[config.mk]
export PLATFORM = sky130hd
export DESIGN_NAME = reg_dump_uart_tx
export DESIGN_NICKNAME = d
export VERILOG_FILES = /design/src/rtl/reg_dump_uart_tx_pkg.sv /design/src/rtl/reg_dump_uart_tx_uart.sv /design/src/rtl/reg_dump_uart_tx.sv
export SDC_FILE = /design/constraint.sdc
export NUM_CORES = 1
export LEC_CHECK = 0
export CAP_MARGIN = 0
export CORE_ASPECT_RATIO = 1.1
export CORE_MARGIN = 2
export CORE_UTILIZATION = 55
export CTS_CLUSTER_DIAMETER = 120
export DETAILED_ROUTE_END_ITERATION = 10
export PLACE_DENSITY = 0.82
export SYNTH_ARGS = -nofsm -noshare
export SYNTH_HDL_FRONTEND = slang
export SYNTH_HIERARCHICAL = 1
export SYNTH_SLANG_ARGS = --single-unit
[constraint.sdc]
create_clock -name CLOCK -period 3.14 [get_ports CLOCK]
set_clock_uncertainty 0.15 [all_clocks]
set_input_delay 0.628 -clock CLOCK [delete_from_list [all_inputs] [get_ports CLOCK]]
set_output_delay 0.628 -clock CLOCK [all_outputs]
set_load 0.01 [all_outputs]
[src/rtl/reg_dump_uart_tx_pkg.sv]
// Shared definitions for the register-dump UART transmitter.
//   reg_dump_state_t   : sequencer state encoding
//   FRAME_BYTES        : bytes per dump frame (sync + PC + 32 registers)
//   UART_BITS_PER_BYTE : start + 8 data + stop
//   word_byte()        : big-endian byte select from a 32-bit word
package reg_dump_uart_tx_pkg;

  typedef enum logic [2:0] {
    ST_IDLE      = 3'd0,
    ST_SEND_SYNC = 3'd1,
    ST_SEND_PC   = 3'd2,
    ST_SEL_REG   = 3'd3,
    ST_SETTLE    = 3'd4,
    ST_SEND_REG  = 3'd5,
    ST_FINISH    = 3'd6
  } reg_dump_state_t;

  localparam int FRAME_BYTES        = 133;
  localparam int UART_BITS_PER_BYTE = 10;
  localparam int REG_COUNT          = 32;

  // Byte 0 is the most significant byte, so words go out MSB first.
  function automatic logic [7:0] word_byte(input logic [31:0] word, input logic [1:0] sel);
    logic [7:0] b;
    case (sel)
      2'd0:    b = word[31:24];
      2'd1:    b = word[23:16];
      2'd2:    b = word[15:8];
      2'd3:    b = word[7:0];
      default: b = 8'h00;
    endcase
    return b;
  endfunction

endpackage

[src/rtl/reg_dump_uart_tx_uart.sv]
// 8N1 byte transmitter with a valid/ready input handshake.
//   CLOCK, Reset : board clock, async active-low reset
//   data, valid  : byte to send and its request
//   ready        : high when a new byte can be accepted
//   Tx           : serial line, idles high
// ready is also raised during the last cycle of the stop bit so that a
// waiting byte is accepted on the very edge the stop bit ends, giving
// back-to-back bytes with no idle gap.
module uart_tx_byte
  import reg_dump_uart_tx_pkg::*;
#(
  parameter int CLKS_PER_BIT = 434
) (
  input  logic       CLOCK,
  input  logic       Reset,
  input  logic [7:0] data,
  input  logic       valid,
  output logic       ready,
  output logic       Tx
);

  localparam int CW = (CLKS_PER_BIT > 1) ? $clog2(CLKS_PER_BIT) : 1;
  localparam logic [CW-1:0] CNT_LAST = CW'(CLKS_PER_BIT - 1);
  localparam logic [3:0]    BIT_LAST = 4'(UART_BITS_PER_BYTE - 1);

  logic          active_r;
  logic [CW-1:0] cnt_r;
  logic [3:0]    bit_idx_r;
  logic [8:0]    shift_r;
  logic          tx_r;
  logic          last_tick_s;
  logic          accept_s;

  assign last_tick_s = active_r && (cnt_r == CNT_LAST) && (bit_idx_r == BIT_LAST);
  assign ready       = !active_r || last_tick_s;
  assign accept_s    = valid && ready;
  assign Tx          = tx_r;

  // Bit-period counter, bit index and shift register; shift_r holds the
  // data bits still to send with the stop bit shifted in behind them.
  always_ff @(posedge CLOCK or negedge Reset) begin
    if (!Reset) begin
      active_r  <= 1'b0;
      cnt_r     <= {CW{1'b0}};
      bit_idx_r <= 4'd0;
      shift_r   <= 9'h000;
      tx_r      <= 1'b1;
    end else if (accept_s) begin
      active_r  <= 1'b1;
      cnt_r     <= {CW{1'b0}};
      bit_idx_r <= 4'd0;
      shift_r   <= {1'b1, data};
      tx_r      <= 1'b0;
    end else if (active_r) begin
      if (cnt_r == CNT_LAST) begin
        cnt_r <= {CW{1'b0}};
        if (bit_idx_r == BIT_LAST) begin
          active_r <= 1'b0;
          tx_r     <= 1'b1;
        end else begin
          bit_idx_r <= bit_idx_r + 4'd1;
          tx_r      <= shift_r[0];
          shift_r   <= {1'b1, shift_r[8:1]};
        end
      end else begin
        cnt_r <= cnt_r + CW'(1);
      end
    end else begin
      tx_r <= 1'b1;
    end
  end

endmodule

[src/rtl/reg_dump_uart_tx.sv]
// Register-file dump over UART. On Start it latches PC, then walks Regin
// through x0..x31, captures each Regout word and streams the frame
// SYNC_BYTE, PC[4], x0[4]..x31[4] (MSB first) as 8N1.
//   CLOCK, Reset : board clock, async active-low reset
//   Start        : dump request, sampled only when idle
//   PC, Regout   : CPU program counter and register-read data
//   Regin        : register index driven to the CPU
//   Tx           : UART line
//   Busy, Done   : frame in progress / one-cycle end-of-frame pulse
module reg_dump_uart_tx
  import reg_dump_uart_tx_pkg::*;
#(
  parameter int         CLKS_PER_BIT  = 434,
  parameter int         SETTLE_CYCLES = 4,
  parameter logic [7:0] SYNC_BYTE     = 8'hA5
) (
  input  logic        CLOCK,
  input  logic        Reset,
  input  logic        Start,
  input  logic [31:0] PC,
  input  logic [31:0] Regout,
  output logic [4:0]  Regin,
  output logic        Tx,
  output logic        Busy,
  output logic        Done
);

  localparam int SW = (SETTLE_CYCLES > 1) ? $clog2(SETTLE_CYCLES) : 1;
  localparam logic [SW-1:0] SETTLE_LAST = SW'(SETTLE_CYCLES - 1);
  localparam logic [4:0]    LAST_REG    = 5'(REG_COUNT - 1);

  reg_dump_state_t state_r, state_s;
  logic [4:0]    idx_r, idx_s;
  logic [2:0]    byte_cnt_r, byte_cnt_s;
  logic [SW-1:0] settle_cnt_r, settle_cnt_s;
  logic [31:0]   pc_r;
  logic [31:0]   word_r;
  logic [4:0]    regin_r;
  logic          busy_r;
  logic          done_r;
  logic          tx_valid_s;
  logic [7:0]    tx_data_s;
  logic          tx_ready_s;
  logic          accept_s;

  assign accept_s = tx_valid_s && tx_ready_s;
  assign Regin    = regin_r;
  assign Busy     = busy_r;
  assign Done     = done_r;

  uart_tx_byte #(.CLKS_PER_BIT(CLKS_PER_BIT)) u_tx (
    .CLOCK (CLOCK),
    .Reset (Reset),
    .data  (tx_data_s),
    .valid (tx_valid_s),
    .ready (tx_ready_s),
    .Tx    (Tx)
  );

  // Sequencer next-state and byte-request logic. The 4th byte of a word is
  // handed over before the next register is selected, so selection and
  // settling overlap that byte's shifting. After x31 the sequencer stays in
  // SEND_REG with byte_cnt=4 until the transmitter drains.
  always_comb begin
    state_s      = state_r;
    idx_s        = idx_r;
    byte_cnt_s   = byte_cnt_r;
    settle_cnt_s = settle_cnt_r;
    tx_valid_s   = 1'b0;
    tx_data_s    = 8'h00;
    case (state_r)
      ST_IDLE: begin
        if (Start) begin
          state_s = ST_SEND_SYNC;
        end else begin
          state_s = ST_IDLE;
        end
      end
      ST_SEND_SYNC: begin
        tx_valid_s = 1'b1;
        tx_data_s  = SYNC_BYTE;
        if (accept_s) begin
          state_s    = ST_SEND_PC;
          byte_cnt_s = 3'd0;
        end else begin
          state_s = ST_SEND_SYNC;
        end
      end
      ST_SEND_PC: begin
        tx_valid_s = 1'b1;
        tx_data_s  = word_byte(pc_r, byte_cnt_r[1:0]);
        if (accept_s && (byte_cnt_r == 3'd3)) begin
          state_s    = ST_SEL_REG;
          idx_s      = 5'd0;
          byte_cnt_s = 3'd0;
        end else if (accept_s) begin
          byte_cnt_s = byte_cnt_r + 3'd1;
        end else begin
          byte_cnt_s = byte_cnt_r;
        end
      end
      ST_SEL_REG: begin
        state_s      = ST_SETTLE;
        settle_cnt_s = {SW{1'b0}};
      end
      ST_SETTLE: begin
        if (settle_cnt_r == SETTLE_LAST) begin
          state_s    = ST_SEND_REG;
          byte_cnt_s = 3'd0;
        end else begin
          settle_cnt_s = settle_cnt_r + SW'(1);
        end
      end
      ST_SEND_REG: begin
        if (byte_cnt_r == 3'd4) begin
          if (tx_ready_s) begin
            state_s = ST_FINISH;
          end else begin
            state_s = ST_SEND_REG;
          end
        end else begin
          tx_valid_s = 1'b1;
          tx_data_s  = word_byte(word_r, byte_cnt_r[1:0]);
          if (accept_s && (byte_cnt_r == 3'd3)) begin
            if (idx_r == LAST_REG) begin
              byte_cnt_s = 3'd4;
            end else begin
              state_s    = ST_SEL_REG;
              idx_s      = idx_r + 5'd1;
              byte_cnt_s = 3'd0;
            end
          end else if (accept_s) begin
            byte_cnt_s = byte_cnt_r + 3'd1;
          end else begin
            byte_cnt_s = byte_cnt_r;
          end
        end
      end
      ST_FINISH: begin
        state_s = ST_IDLE;
        idx_s   = 5'd0;
      end
      default: begin
        state_s = ST_IDLE;
      end
    endcase
  end

  // Sequencer state, counters, captures and registered outputs.
  // Regin is updated on entry to SEL_REG so the settle window starts as
  // early as possible.
  always_ff @(posedge CLOCK or negedge Reset) begin
    if (!Reset) begin
      state_r      <= ST_IDLE;
      idx_r        <= 5'd0;
      byte_cnt_r   <= 3'd0;
      settle_cnt_r <= {SW{1'b0}};
      pc_r         <= 32'h0000_0000;
      word_r       <= 32'h0000_0000;
      regin_r      <= 5'd0;
      busy_r       <= 1'b0;
      done_r       <= 1'b0;
    end else begin
      state_r      <= state_s;
      idx_r        <= idx_s;
      byte_cnt_r   <= byte_cnt_s;
      settle_cnt_r <= settle_cnt_s;
      if ((state_r == ST_IDLE) && Start) begin
        pc_r <= PC;
      end
      if ((state_r == ST_SETTLE) && (settle_cnt_r == SETTLE_LAST)) begin
        word_r <= Regout;
      end
      if (state_s == ST_SEL_REG) begin
        regin_r <= idx_s;
      end else if (state_s == ST_FINISH) begin
        regin_r <= 5'd0;
      end
      busy_r <= (state_s != ST_IDLE) && (state_s != ST_FINISH);
      done_r <= (state_s == ST_FINISH);
    end
  end

endmodule
==> results of run 1 <==
## per-stage QoR
step                      cells  power [mW]
after global placement      633        1.59
final                       648        2.52
after global routing        648        2.60
after detailed placement    633        1.60
after CTS                   648        2.53
after floorplan             456        1.47
## how the worst max path moves through the flow
stage | cells after the start | end | start
finish | 9 | Regin[4] | u_tx/cnt_r[1]
global route | 9 | Regin[4] | u_tx/cnt_r[1]
CTS | 9 | Regin[4] | u_tx/cnt_r[1]
detailed placement | 9 | Regin[4] | u_tx/cnt_r[1]
global placement | 9 | Regin[3] | u_tx/cnt_r[1]
floorplan | 11 | Regin[3] | u_tx/cnt_r[1]
## cell type report
type | instances | area, sq um | share of cell area
sequential | 108 | 2700 | 0.419
multi-input combinational | 311 | 2520 | 0.392
timing repair buffer | 83 | 806 | 0.125
tap | 120 | 150 | 0.0233
clock buffer | 9 | 124 | 0.0192
clock inverter | 6 | 96.3 | 0.0149
inverter | 11 | 41.3 | 0.00641
## power by group through the flow
stage	clock network, mW	registers [mW]	logic, mW
floorplan	0	1.45	0.0268
global placement	0	1.45	0.143
detailed placement	0	1.45	0.147
CTS	0.961	1.42	0.147
global route	1.01	1.43	0.158
finish	0.949	1.42	0.144
## per-layer routing
metal,track usage,vias up,routed length [microns]
met4,0.0793,0,138
met5,0,-,0
li1,-,1846,-
met2,0.397,118,6120
met3,0.0459,11,627
met1,0.308,1972,5050
## Yosys cell counts (3+ instances only)
cell type,instances
o221a_2,7
or3_1,10
a21oi_1,23
o21ai_0,17
nand3_1,11
a21o_1,3
mux2_2,62
nor2_1,31
a22o_1,9
buf_4,6
nor3_1,4
o22ai_1,10
dfrtp_1,107
a222oi_1,16
clkbuf_1,8
xnor2_1,5
ha_1,12
inv_1,10
nand2b_1,3
and2_1,3
buf_2,8
nand2_1,29
mux2_1,3
o211ai_1,4
## layout by cell type, fill, tap and decap left out, types with 3 or more instances in the layout
master / n
clkbuf_8: 9
nand2_1: 29
dfrtp_1: 107
buf_4: 10
o221a_2: 7
nand3_1: 11
a22o_1: 9
mux2_2: 62
o21ai_0: 17
o22ai_1: 10
mux2_1: 3
o211ai_1: 4
a222oi_1: 16
nor3_1: 4
a21o_1: 3
or3_1: 10
nand2b_1: 3
xnor2_1: 5
clkdlybuf4s50_1: 73
nor2_1: 31
a21oi_1: 23
inv_1: 10
and2_1: 3
ha_1: 12
## registers in the layout (all words and copies together) (netlist names)
register,flops
pc_r,32
u_tx/shift_r,9
u_tx/active_r,1
u_tx/cnt_r,9
u_tx/bit_idx_r,4
Regin,5
state_r,3
settle_cnt_r,2
u_tx/Tx,1
Done,1
word_r,32
idx_r,5
Busy,1
byte_cnt_r,3
## kinds of logic after synthesis
kind of cell | Yosys count | share of synthesized area
and+or+nand+nor | 116 | 0.124
AOI/OAI and AO/OA | 111 | 0.168
DFF | 108 | 0.499
muxes | 67 | 0.139
buffers and inverters | 37 | 0.0346
adders and majority gates | 12 | 0.0277
xor gates and xnor gates | 5 | 0.00808
==> metrics.txt, run 1 <==
status finished, final reports clean; CTS tree built; Final nets 603; Resized Gates After CTS 0; critical path data required time 3.26 ns; crit path kind flop to flop; synthesized area per cell 11.9 sq um; Setup TNS 0 ns; Root Buffer clkbuf_8; clock sinks 108; fin crit share 0.870; Min Hold Slack slightly above 0.1 ns; Die Width just under 100 microns; CTS Buf Count 9; Die H around 110 microns; Syn Inst Count 456; internal power between 1.5 and 2 mW; Slew Viols, Final 0; family with the most delay on the worst path compound AO/OA/AOI/OAI gates; first-pass GRT wire length about 20000 microns; remaining global-route overflow 0; final wirelength between 10000 and 15000 microns; design area approximately 6400 sq um; clk buf depth 2; sequential share of the synthesized area 0.499; Max Fclk about 370 MHz; Leak approximately 2.8 nW; CP peak stage delay 0.43 ns; post-route minimum period around 2.7 ns; first-pass iteration count of the detailed router 6; # hold bufs at CTS 0; max-cap violation count 0; I/O Buffers 74; Antenna Nets Post-Route 0; yosys warns 6; Iteration-0 DRC Markers between 200 and 300; Power Density around 400 nW/um^2; H-Tree Depth 3; # rows 38; RSZ-0062 raised after global routing false; dpl cell area 6230 sq um; crit-path max FO 7; num ports 75; Sw Ratio 0.221; Clock Latency Late Sink about 0.38 ns; Final HPWL DP between 8000 and 9000 microns; max_slew headroom 0.468; final-report hold violation count 0; Core Region between 9000 and 10000 sq um; worst flop-to-flop path startpoint u_tx/cnt_r[1]; DRC viols 0; Post-synth EDFFs 0; Setup crit start kind flop; proportion of layout cells with a drive suffix above 1 0.216; RePlAce Congestion 0.844; Synth async-reset ratio 1.00; critical-path cell list inv_1 > ha_1 > nand4bb_1 > o31ai_4 > and2_1 > mux2i_1 > o311a_1 > a21o_1 > a22o_1; RR Endpoint Regin[4]; worst slew pin tran between 0.7 and 0.8 ns; Synth Flop Type dfrtp_1; Reg clk slew, reported paths 0.10 ns; maximum VDD drop 0.233 mV; antenna violations before repair 0; switching power of the nets 557 uW; Worst setup EP type flop; Reg2Reg Setup Slack around 0.41 ns; Slowest cell on crit path dfrtp_1; setup-violating endpoint count in the final report 0; Synth area leader dfrtp_1; pre-CTS setup slack between 0.4 and 0.5 ns; mapped cell area between 5000 and 6000 sq um; WL/cell ~18 microns; top-area cell type share of the netlist area 0.494; Tot GR Track Use 0.235; synth top area cells dfrtp_1 (49%), mux2_2 (13%), a222oi_1 (3.0%), ha_1 (2.8%), nor2_1 (2.1%); Seq pwr share 0.565; largest net degree at the start of global routing 50; n_diodes 0; Finished Core Util 0.661; post-CTS setup repair buffer count 0; final setup margin between 0.4 and 0.5 ns; syn nets 535; Worst EP arrival 2.85 ns; Initial Util 0.556; CP bufs+invs 1; Yosys cell types 67; vias in the first global route slightly above 4000; Layout area overhead 19.0%; Worst R2R Path Depth 9; Hold Path Class input port to asynchronous set/reset pin; vias per cell between 6 and 7; Comb power frac 0.057; synthesis-stage register bit count roughly 110; vias post-DR 3947; Die Footprint about 11000 sq um; fillcell total about 710; Clock power frac 0.377
No activity file was read; power rests on OpenSTA's default activity.
==> inputs of run 2 (changes only) <==
--- a/config.mk
+++ b/config.mk
@@ -8,10 +8,11 @@
 export CAP_MARGIN = 0
 export CORE_ASPECT_RATIO = 1.1
 export CORE_MARGIN = 2
-export CORE_UTILIZATION = 55
+export CORE_UTILIZATION = 50
 export CTS_CLUSTER_DIAMETER = 120
 export DETAILED_ROUTE_END_ITERATION = 10
-export PLACE_DENSITY = 0.82
+export GPL_ROUTABILITY_DRIVEN = 0
+export PLACE_DENSITY = 0.79
 export SYNTH_ARGS = -nofsm -noshare
 export SYNTH_HDL_FRONTEND = slang
 export SYNTH_HIERARCHICAL = 1
==> constraint.sdc (replaced) <==
create_clock -name CLOCK -period 2.4 [get_ports CLOCK]
set_clock_uncertainty 0.15 [all_clocks]
set_input_delay 0.24 -clock CLOCK [delete_from_list [all_inputs] [get_ports CLOCK]]
set_output_delay 0.24 -clock CLOCK [all_outputs]
set_load 0.01 [all_outputs]
==> run 2 against run 1 <==
Effect of this change:
- the run now ends with setup timing left
- sequential share of layout area decreased by 2.7 points
- sequential power is 31% higher
- critical path depth unchanged
- core utilization is 0.47 points lower
- sequential cell count unchanged
- worst hold slack improved by 0.13 ns
- largest cell class unchanged
- largest power group unchanged
==> metrics.txt, run 2 (synthesis results as in run 1) <==
violated checks setup timing; Initial Util 0.516 (was 0.556); fillcell total 798 (was 706); Tot GR Track Use 0.222 (was 0.235); fin crit share 1.02 (was 0.870); # rows 39 (was 38); proportion of layout cells with a drive suffix above 1 0.271 (was 0.216); commonest non-fill, non-tap cells in the layout dfrtp_1 (107), clkdlybuf4s50_1 (73), mux2_2 (62) (unchanged); critical path data required time 2.49 ns (was 3.26 ns); clk buf depth 2 (unchanged); I/O Buffers 74 (unchanged); Final HPWL DP 8400 microns (was 8410 microns); Setup crit start kind flop (unchanged); vias in the first global route 4192 (was 4109); final-report hold violation count 0 (unchanged); largest net degree at the start of global routing 77 (was 50); CP bufs+invs 1 (unchanged); dpl cell area 6490 sq um (was 6230 sq um); DRC viols 0 (unchanged); design area 6890 sq um (was 6450 sq um); Critical path origin u_tx/cnt_r[1] (unchanged); maximum VDD drop 0.392 mV (was 0.233 mV); max_slew headroom 0.704 (was 0.468); Worst EP arrival 2.54 ns (was 2.85 ns); antenna violations before repair 0 (unchanged); worst slew pin tran 0.443 ns (was 0.799 ns); Antenna Nets Post-Route 0 (unchanged); num ports 75 (unchanged); Largest regs pc_r (32), word_r (32) (unchanged); status finished, violations left (was finished, final reports clean); Layout area overhead 27.2% (was 19.0%); Iteration-0 DRC Markers 278 (was 263); post-route minimum period 2.45 ns (was 2.73 ns); Slowest cell on crit path dfrtp_1 (unchanged); final setup margin -0.0500 ns (was 0.409 ns); Final nets 631 (was 603); setup-violating endpoint count in the final report 5 (was 0); Worst setup EP type flop (unchanged); critical-path cell list inv_2 > ha_4 > nand4bb_4 > o31ai_4 > and2_4 > mux2i_1 > o311a_1 > a21o_1 > a22o_1 (was inv_1 > ha_1 > nand4bb_1 > o31ai_4 > and2_1 > mux2i_1 > o311a_1 > a21o_1 > a22o_1); placed cells 676 (was 633); Die H 113 microns (was 108 microns); Power Density 520 nW/um^2 (was 390 nW/um^2); RSZ-0062 raised after global routing true (was false); crit-path max FO 5 (was 7); first-pass GRT wire length 20400 microns (was 19900 microns); max-cap violation count 0 (unchanged); Post-Layout Cell Count 700 (was 648); Hold Path Class input port to asynchronous set/reset pin (unchanged); commonest non-fill, non-tap cell in the layout dfrtp_1 (unchanged); Leak 3.04 nW (was 2.84 nW); vias post-DR 4073 (was 3947); first-pass iteration count of the detailed router 7 (was 6); Die Footprint 11700 sq um (was 10700 sq um); Root Buffer clkbuf_16 (was clkbuf_8); Max Fclk 408 MHz (was 366 MHz); Die Width 103 microns (was 98.6 microns); CTS Buf Count 9 (unchanged); remaining global-route overflow 0 (unchanged); CP peak stage delay 0.39 ns (was 0.43 ns); clock sinks 108 (unchanged); Core Region 10500 sq um (was 9750 sq um); Reg clk slew, reported paths 0.07 ns (was 0.10 ns); WL/cell 17.2 microns (was 18.4 microns); vias per cell 5.82 (was 6.09); final wirelength 12000 microns (was 11900 microns); Clock Latency Late Sink 0.35 ns (was 0.38 ns); Slew Viols, Final 0 (unchanged); CTS tree built (unchanged); H-Tree Depth 3 (unchanged); n_diodes 0 (unchanged); family with the most delay on the worst path compound AO/OA/AOI/OAI gates (unchanged); crit path kind flop to flop (unchanged); worst flop-to-flop path startpoint u_tx/cnt_r[1] (unchanged)
==> run 2: final cells by class <==
type / count / area [sq um] / share of cell area
Clock inverter: 7 / 81.3 / 0.0118
Sequential cell: 108 / 2700 / 0.392
Multi-Input combinational cell: 311 / 2580 / 0.374
Timing Repair Buffer: 111 / 1080 / 0.157
Clock buffer: 9 / 225 / 0.0327
Inverter: 11 / 41.3 / 0.00599
Tap cell: 143 / 179 / 0.0260
==> run 2: stage by stage <==
stage | hold WS (ns) | setup TNS, ns | utilization | worst slack, ns | power [mW]
after CTS | 0.237 | -0.171 | 0.653 | -0.0509 | 3.61
after detailed placement | 0.0708 | -0.353 | 0.618 | -0.0878 | 2.09
final | 0.230 | -0.147 | 0.657 | -0.0500 | 3.59
after global routing | 0.285 | -0.564 | 0.657 | -0.126 | 3.71
after floorplan | -0.206 | -0.968 | - | -0.202 | 1.93
after global placement | 0.0637 | -0.0492 | 0.618 | -0.0162 | 2.08
==> run 2: what timing repair did <==
action                                  4_1_cts  5_1_grt
endpoints found under the setup margin        5       22
setup buffers                                 5        2
hold buffers                                  1        0
hold endpoints to repair                     31        0
pin swaps                                     3        6
gates resized for setup                       3        7
==> run 2: worst paths after layout <==
check	end	slack [ns]	depth (start not counted)
max	Regin[4]	-0.05	9
min	state_r[1]	0.23	2
max reg2reg	Regin[4]	-0.05	9
min reg2reg	u_tx/shift_r[8]	0.31	1
max in group asynchronous	u_tx/shift_r[5]	1.14	3
min in group CLOCK	u_tx/shift_r[8]	0.31	1
==> run 2: power breakdown <==
| part | switching, mW | internal (mW) | leakage, nW |
|---|---|---|---|
| Combinational | 0.0649 | 0.124 | 1.48 |
| Sequential | 0.0153 | 1.85 | 1.42 |
| Clock | 0.709 | 0.827 | 0.146 |
| Total | 0.789 | 2.80 | 3.04 |
==> run 2: per-layer routing <==
metal / vias up / part of all wire / global-route usage
met5: - / 0 / 0
met3: 18 / 0.052 / 0.0513
li1: 1898 / - / -
met4: 0 / 0.014 / 0.0658
met2: 128 / 0.51 / 0.361
met1: 2029 / 0.43 / 0.295
